==> src/rtl/fetch_unit_pkg.sv <==
// fetch_unit_pkg: shared core types and constants for the fetch path.
//   XLEN          - architectural register / address width
//   INSTR_BYTES   - bytes per instruction (sequential PC increment)
//   fetch_entry_t - {instr, pc} pair handed from fetch to decode
package fetch_unit_pkg;

  localparam int XLEN        = 32;
  localparam int INSTR_BYTES = 4;

  typedef struct packed {
    logic [XLEN-1:0] instr;
    logic [XLEN-1:0] pc;
  } fetch_entry_t;

  // Sequential successor; wraps modulo 2^XLEN.
  function automatic logic [XLEN-1:0] next_pc(input logic [XLEN-1:0] pc);
    return pc + XLEN'(INSTR_BYTES);
  endfunction

endpackage

==> src/rtl/fetch_queue.sv <==
// fetch_queue: small FIFO of fetch_entry_t between fetch and decode.
//   clk, rst_n  - clock, async active-low reset
//   push, wdata - enqueue wdata (caller guarantees room)
//   pop         - dequeue head; ignored while empty
//   flush       - drop all entries, reset pointers; overrides push/pop
//   head        - combinational read of the oldest entry (don't-care if empty)
//   count       - occupancy, 0..ENTRIES
//   empty       - count == 0
// ENTRIES must be a power of two >= 2 so pointers wrap naturally.
module fetch_queue
  import fetch_unit_pkg::*;
#(
  parameter int ENTRIES = 4
) (
  input  logic                       clk,
  input  logic                       rst_n,
  input  logic                       push,
  input  fetch_entry_t               wdata,
  input  logic                       pop,
  input  logic                       flush,
  output fetch_entry_t               head,
  output logic [$clog2(ENTRIES):0]   count,
  output logic                       empty
);

  localparam int PW = $clog2(ENTRIES);
  localparam int CW = PW + 1;

  fetch_entry_t    store [ENTRIES];
  logic [PW-1:0]   wptr;
  logic [PW-1:0]   rptr;
  logic            do_push;
  logic            do_pop;

  assign empty   = (count == '0);
  assign do_push = push && !flush;
  assign do_pop  = pop && !empty && !flush;

  always_ff @(posedge clk or negedge rst_n) begin
    if (!rst_n) begin
      wptr  <= '0;
      rptr  <= '0;
      count <= '0;
    end else if (flush) begin
      wptr  <= '0;
      rptr  <= '0;
      count <= '0;
    end else begin
      if (do_push) wptr <= wptr + PW'(1);
      if (do_pop)  rptr <= rptr + PW'(1);
      case ({do_push, do_pop})
        2'b10:   count <= count + CW'(1);
        2'b01:   count <= count - CW'(1);
        default: count <= count;
      endcase
    end
  end

  // Payload storage carries no reset; validity is tracked by count alone.
  always_ff @(posedge clk) begin
    if (do_push) store[wptr] <= wdata;
  end

  assign head = store[rptr];

  a_count_bound : assert property (@(posedge clk) disable iff (!rst_n)
    count <= CW'(ENTRIES));
  a_no_overflow : assert property (@(posedge clk) disable iff (!rst_n)
    !(do_push && !do_pop && count == CW'(ENTRIES)));

endmodule

==> src/rtl/fetch_unit.sv <==
// fetch_unit: instruction fetch stage in front of a synchronous imem.
//   clk, rst_n   - clock, async active-low reset
//   imemAddress  - byte PC to imem (combinational from the PC register)
//   imemInstr    - imem read data, valid one cycle after the address
//   redirect     - flush all younger state and restart at redirectPC
//   redirectPC   - word-aligned restart PC
//   deqReady     - decode takes the queue head this cycle
//   instrValid   - queue non-empty
//   instrOut     - instruction at the queue head
//   instrPC      - PC of the queue head
module fetch_unit
  import fetch_unit_pkg::*;
#(
  parameter int          ENTRIES  = 4,
  parameter logic [31:0] RESET_PC = 32'h0000_0000
) (
  input  logic             clk,
  input  logic             rst_n,
  output logic [XLEN-1:0]  imemAddress,
  input  logic [XLEN-1:0]  imemInstr,
  input  logic             redirect,
  input  logic [XLEN-1:0]  redirectPC,
  input  logic             deqReady,
  output logic             instrValid,
  output logic [XLEN-1:0]  instrOut,
  output logic [XLEN-1:0]  instrPC
);

  localparam int CW = $clog2(ENTRIES) + 1;

  logic [XLEN-1:0] pc;
  logic [XLEN-1:0] inflight_pc;
  logic            inflight_valid;
  logic            issue;
  logic [CW:0]     used;
  logic [CW-1:0]   count;
  logic            empty;
  fetch_entry_t    head;
  fetch_entry_t    ret_entry;

  // Credit check counts the in-flight read as occupied and ignores a
  // same-cycle pop, so a returning read always finds a free slot.
  assign used  = {1'b0, count} + (CW+1)'(inflight_valid);
  assign issue = !redirect && (used < (CW+1)'(ENTRIES));

  always_ff @(posedge clk or negedge rst_n) begin
    if (!rst_n) begin
      pc             <= RESET_PC;
      inflight_pc    <= RESET_PC;
      inflight_valid <= 1'b0;
    end else if (redirect) begin
      pc             <= redirectPC;
      inflight_valid <= 1'b0;
    end else if (issue) begin
      inflight_valid <= 1'b1;
      inflight_pc    <= pc;
      pc             <= next_pc(pc);
    end else begin
      // imem still reads pc this cycle; the data is simply never pushed.
      inflight_valid <= 1'b0;
    end
  end

  assign ret_entry = '{instr: imemInstr, pc: inflight_pc};

  fetch_queue #(
    .ENTRIES (ENTRIES)
  ) u_queue (
    .clk   (clk),
    .rst_n (rst_n),
    .push  (inflight_valid),
    .wdata (ret_entry),
    .pop   (deqReady),
    .flush (redirect),
    .head  (head),
    .count (count),
    .empty (empty)
  );

  assign imemAddress = pc;
  assign instrValid  = !empty;
  assign instrOut    = head.instr;
  assign instrPC     = head.pc;

endmodule
==> config.mk <==
export PLATFORM = sky130hd
export DESIGN_NAME = fetch_unit
export DESIGN_NICKNAME = d
export VERILOG_FILES = /design/src/rtl/fetch_unit_pkg.sv /design/src/rtl/fetch_queue.sv /design/src/rtl/fetch_unit.sv
export SDC_FILE = /design/constraint.sdc
export NUM_CORES = 1
export LEC_CHECK = 0
export CAP_MARGIN = 30
export CORE_ASPECT_RATIO = 2
export CORE_MARGIN = 2
export CORE_UTILIZATION = 45
export CTS_BUF_LIST = sky130_fd_sc_hd__clkbuf_4 sky130_fd_sc_hd__clkbuf_8
export DETAILED_ROUTE_END_ITERATION = 8
export GPL_ROUTABILITY_DRIVEN = 1
export PLACE_DENSITY = 0.7
export SYNTH_ARGS = -nofsm -noshare
export SYNTH_HDL_FRONTEND = slang
export SYNTH_SLANG_ARGS = --single-unit
==> constraint.sdc <==
create_clock -name clk -period 2.7 [get_ports clk]
set_input_delay 0.54 -clock clk [delete_from_list [all_inputs] [get_ports clk]]
set_output_delay 0.54 -clock clk [all_outputs]
set_load 0.1 [all_outputs]
==> flow_metrics.tcl <==
set metrics [dict create \
    finalPower_uw 17450 \
    cp_cell_sequence "buf_16 -> mux4_2 -> buf_12" \
    routedWlPerCell_um 21.13 \
    setup_viol 0 \
    routed_via_density 5.509 \
    die_h_um 241.5 \
    routabilityCongestion 0.7898 \
    max_slew_margin_pct 53.57 \
    cts_buffer_depth 3 \
    cts_max_level 2 \
    first_global_vias 7368 \
    netlist_area_mm2 0.01269 \
    portBuffers 164 \
    ff2ff_path_depth 4 \
    place_inst 1166 \
    finalCritPeriodShare_pct 98.12 \
    avgSynthCellArea_um2 19.34 \
    yosysTopAreaCell "edfxtp_1" \
    antenna_cells 0 \
    crit_fanout 24 \
    reg2reg_to "imemAddress[25]" \
    async_reset_ff_share_pct 21.95 \
    grt_usage_pct 18.62 \
    period_needed_ns 2.649 \
    rows 87 \
    synth_enable_flop_cells 256 \
    synth_area_leaders "edfxtp_1 (61%), dfrtp_1 (14%), mux4_2 (11%)" \
    r2r_setup_slack_ns 0.33 \
    leakage_uw 0.005749 \
    r2r_start "inflight_valid" \
    layout_common_cells "edfxtp_1 (256), buf_12 (74), dfrtp_1 (68)" \
    min_from "redirect" \
    power_density_mw_per_mm2 1051 \
    worstSetupEndpointType "output pin" \
    vias 6892 \
    pin_count 165 \
    area_growth_pct 30.84 \
    cts_tree "built" \
    cp_data_required_time_ns 2.16 \
    clk_latency_ns 0.54 \
    outcome "completed" \
    timing.final.max_slew_violations 0 \
    fp.dieW_um 122.7 \
    drt-initial-drc-count 517 \
    worst-setup-path-type "register to output pin" \
    drc 0 \
    tns_ns 0 \
    dr.pass1.iters 4 \
    antenna_left 0 \
    whs_ns 0.3707 \
    drive_above_1_share_pct 34.53 \
    syn_nets 730 \
    dpl_cell_area_mm2 0.01554 \
    grt_start_max_net_pins 39 \
    synth_cell_type_count 43 \
    critical_path_arrival_ns 2.11 \
    fin_area_mm2 0.01660 \
    stdcell_count 1251 \
    yosysWarnings 0 \
    slowest_stage "mux4_2" \
    dp_hpwl_um 16640 \
    ys_seq_area_share_pct 74.78 \
    clock_sink_count 328 \
    mostFrequentLayoutCell "edfxtp_1" \
    whs_endpoint "u_queue.rptr[0]" \
    final_hold_viol_count 0 \
    syn_inst 656 \
    max-vdd-ir-drop_v 0.0007952 \
    core_area_mm2 0.02798 \
    finClkSkew_ns 0.008965 \
    grt_pass1_wl_um 41480 \
    die-area_mm2 0.02964 \
    synth-seq-cells 328 \
    cts_buffers 44 \
    cp-start-kind "register" \
    start_util_pct 45.36 \
    fmax_ghz 0.3775 \
    cts-root-buf "clkbuf_8" \
    yosysTopAreaCellShare_pct 60.58 \
    clkTransAtPathRegs_ns 0.07 \
    synth_ff_type "edfxtp_1" \
    worst_slew_pin_slew_ns 0.6905 \
    n_fill_cell 2012 \
    layout.nets 933 \
    hp-class "input port to register" \
    hold_depth 2 \
    overflow 0 \
    antenna_found_initial 1 \
    maxCapViolCount 0 \
    rsz0062_at_grt "yes" \
    cpPeakStageDelay_ns 0.59 \
    finalWirelength_um 26440 \
]
==> cells in the mapped netlist, types with 13 or more instances <==
cell and instances:
o21ai_0 14, a31oi_1 16, dfrtp_1 72, mux4_2 64, o31ai_1 13, nor2_1 22
edfxtp_1 256, clkbuf_1 19, mux2_2 35, nand2_1 22, or4_1 14
==> final cells by class <==
| class | instances | area (um^2) | area share (%) |
|---|---|---|---|
| timing repair buffer | 189 | 2571 | 15.49 |
| multi-input combinational | 287 | 3055 | 18.40 |
| tap | 356 | 445.4 | 2.683 |
| inverter | 9 | 33.78 | 0.2035 |
| sequential | 328 | 9499 | 57.21 |
| clock inverter | 21 | 227.7 | 1.372 |
| clock buffer | 61 | 770.7 | 4.642 |
==> where the power goes <==
group          total [uW]  internal, uW  switching (uW)
Combinational        6630          2400            4230
Sequential           6720          6250             470
Clock                4110          2340            1770
Total               17500         11000            6470
==> metal layers <==
layer | wire, um | track usage [%]
met1 | 10500 | 23.96
met2 | 13590 | 31.32
met3 | 1698 | 3.908
met4 | 629 | 6.409
met5 | 15 | 0
==> critical path: cells and delay by family, from the launching register on <==
family | cells | cell delay [ns]
buffers and inverters | 2 | 0.44
DFF | 1 | 0.52
muxes | 1 | 0.59
==> worst max path at each step <==
| stage | startpoint | endpoint | slack [ns] | depth (start not counted) |
|---|---|---|---|---|
| floorplan | imemAddress[4] | imemAddress[29] | 0.06 | 5 |
| global placement | deqReady | u_queue.count[2] | 0.40 | 7 |
| detailed placement | deqReady | u_queue.count[2] | 0.31 | 7 |
| CTS | u_queue.rptr[0] | instrPC[23] | -0.0004 | 3 |
| global route | u_queue.rptr[0] | instrPC[23] | -0.01 | 3 |
| finish | u_queue.rptr[0] | instrPC[23] | 0.05 | 3 |
==> through the flow <==
stage | setup slack (ns) | utilization, %
3_5_place_dp | 0.3142 | 55.55
5_1_grt | -0.01364 | 59.35
4_1_cts | -0.0004359 | 59.28
6_report | 0.05067 | 59.35
3_3_place_gp | 0.4008 | 55.55
2_1_floorplan | 0.06424 | -
==> cells by family (layout without fill, tap and decap cells) <==
kind of cell             count (synthesis)  after routing  synth area share [%]
adder cells (fa/ha/maj)                  6              6                0.6508
flip-flops                             328            328                 74.78
XOR/XNOR                                14             14                0.9663
buffers and inverters                   41            280                 1.282
AND/OR/NAND/NOR                        112            112                 4.861
multiplexers                           102            102                 14.70
AO/OA/AOI/OAI                           53             53                 2.761
==> state kept, by name (all words and copies together), names as in the netlist <==
| signal | cells |
|---|---|
| inflight_pc | 32 |
| inflight_valid | 1 |
| imemAddress | 32 |
| u_queue.wptr | 2 |
| u_queue.store | 256 |
| u_queue.count | 3 |
| u_queue.rptr | 2 |
==> timing repair <==
action,CTS,global route
cloned,1,0
hold buffers,1,0
setup endpoints to repair,42,11
buffers inserted,0,1
hold endpoints to repair,36,0
resized for setup,2,1
No activity file was read; power rests on OpenSTA's default activity.
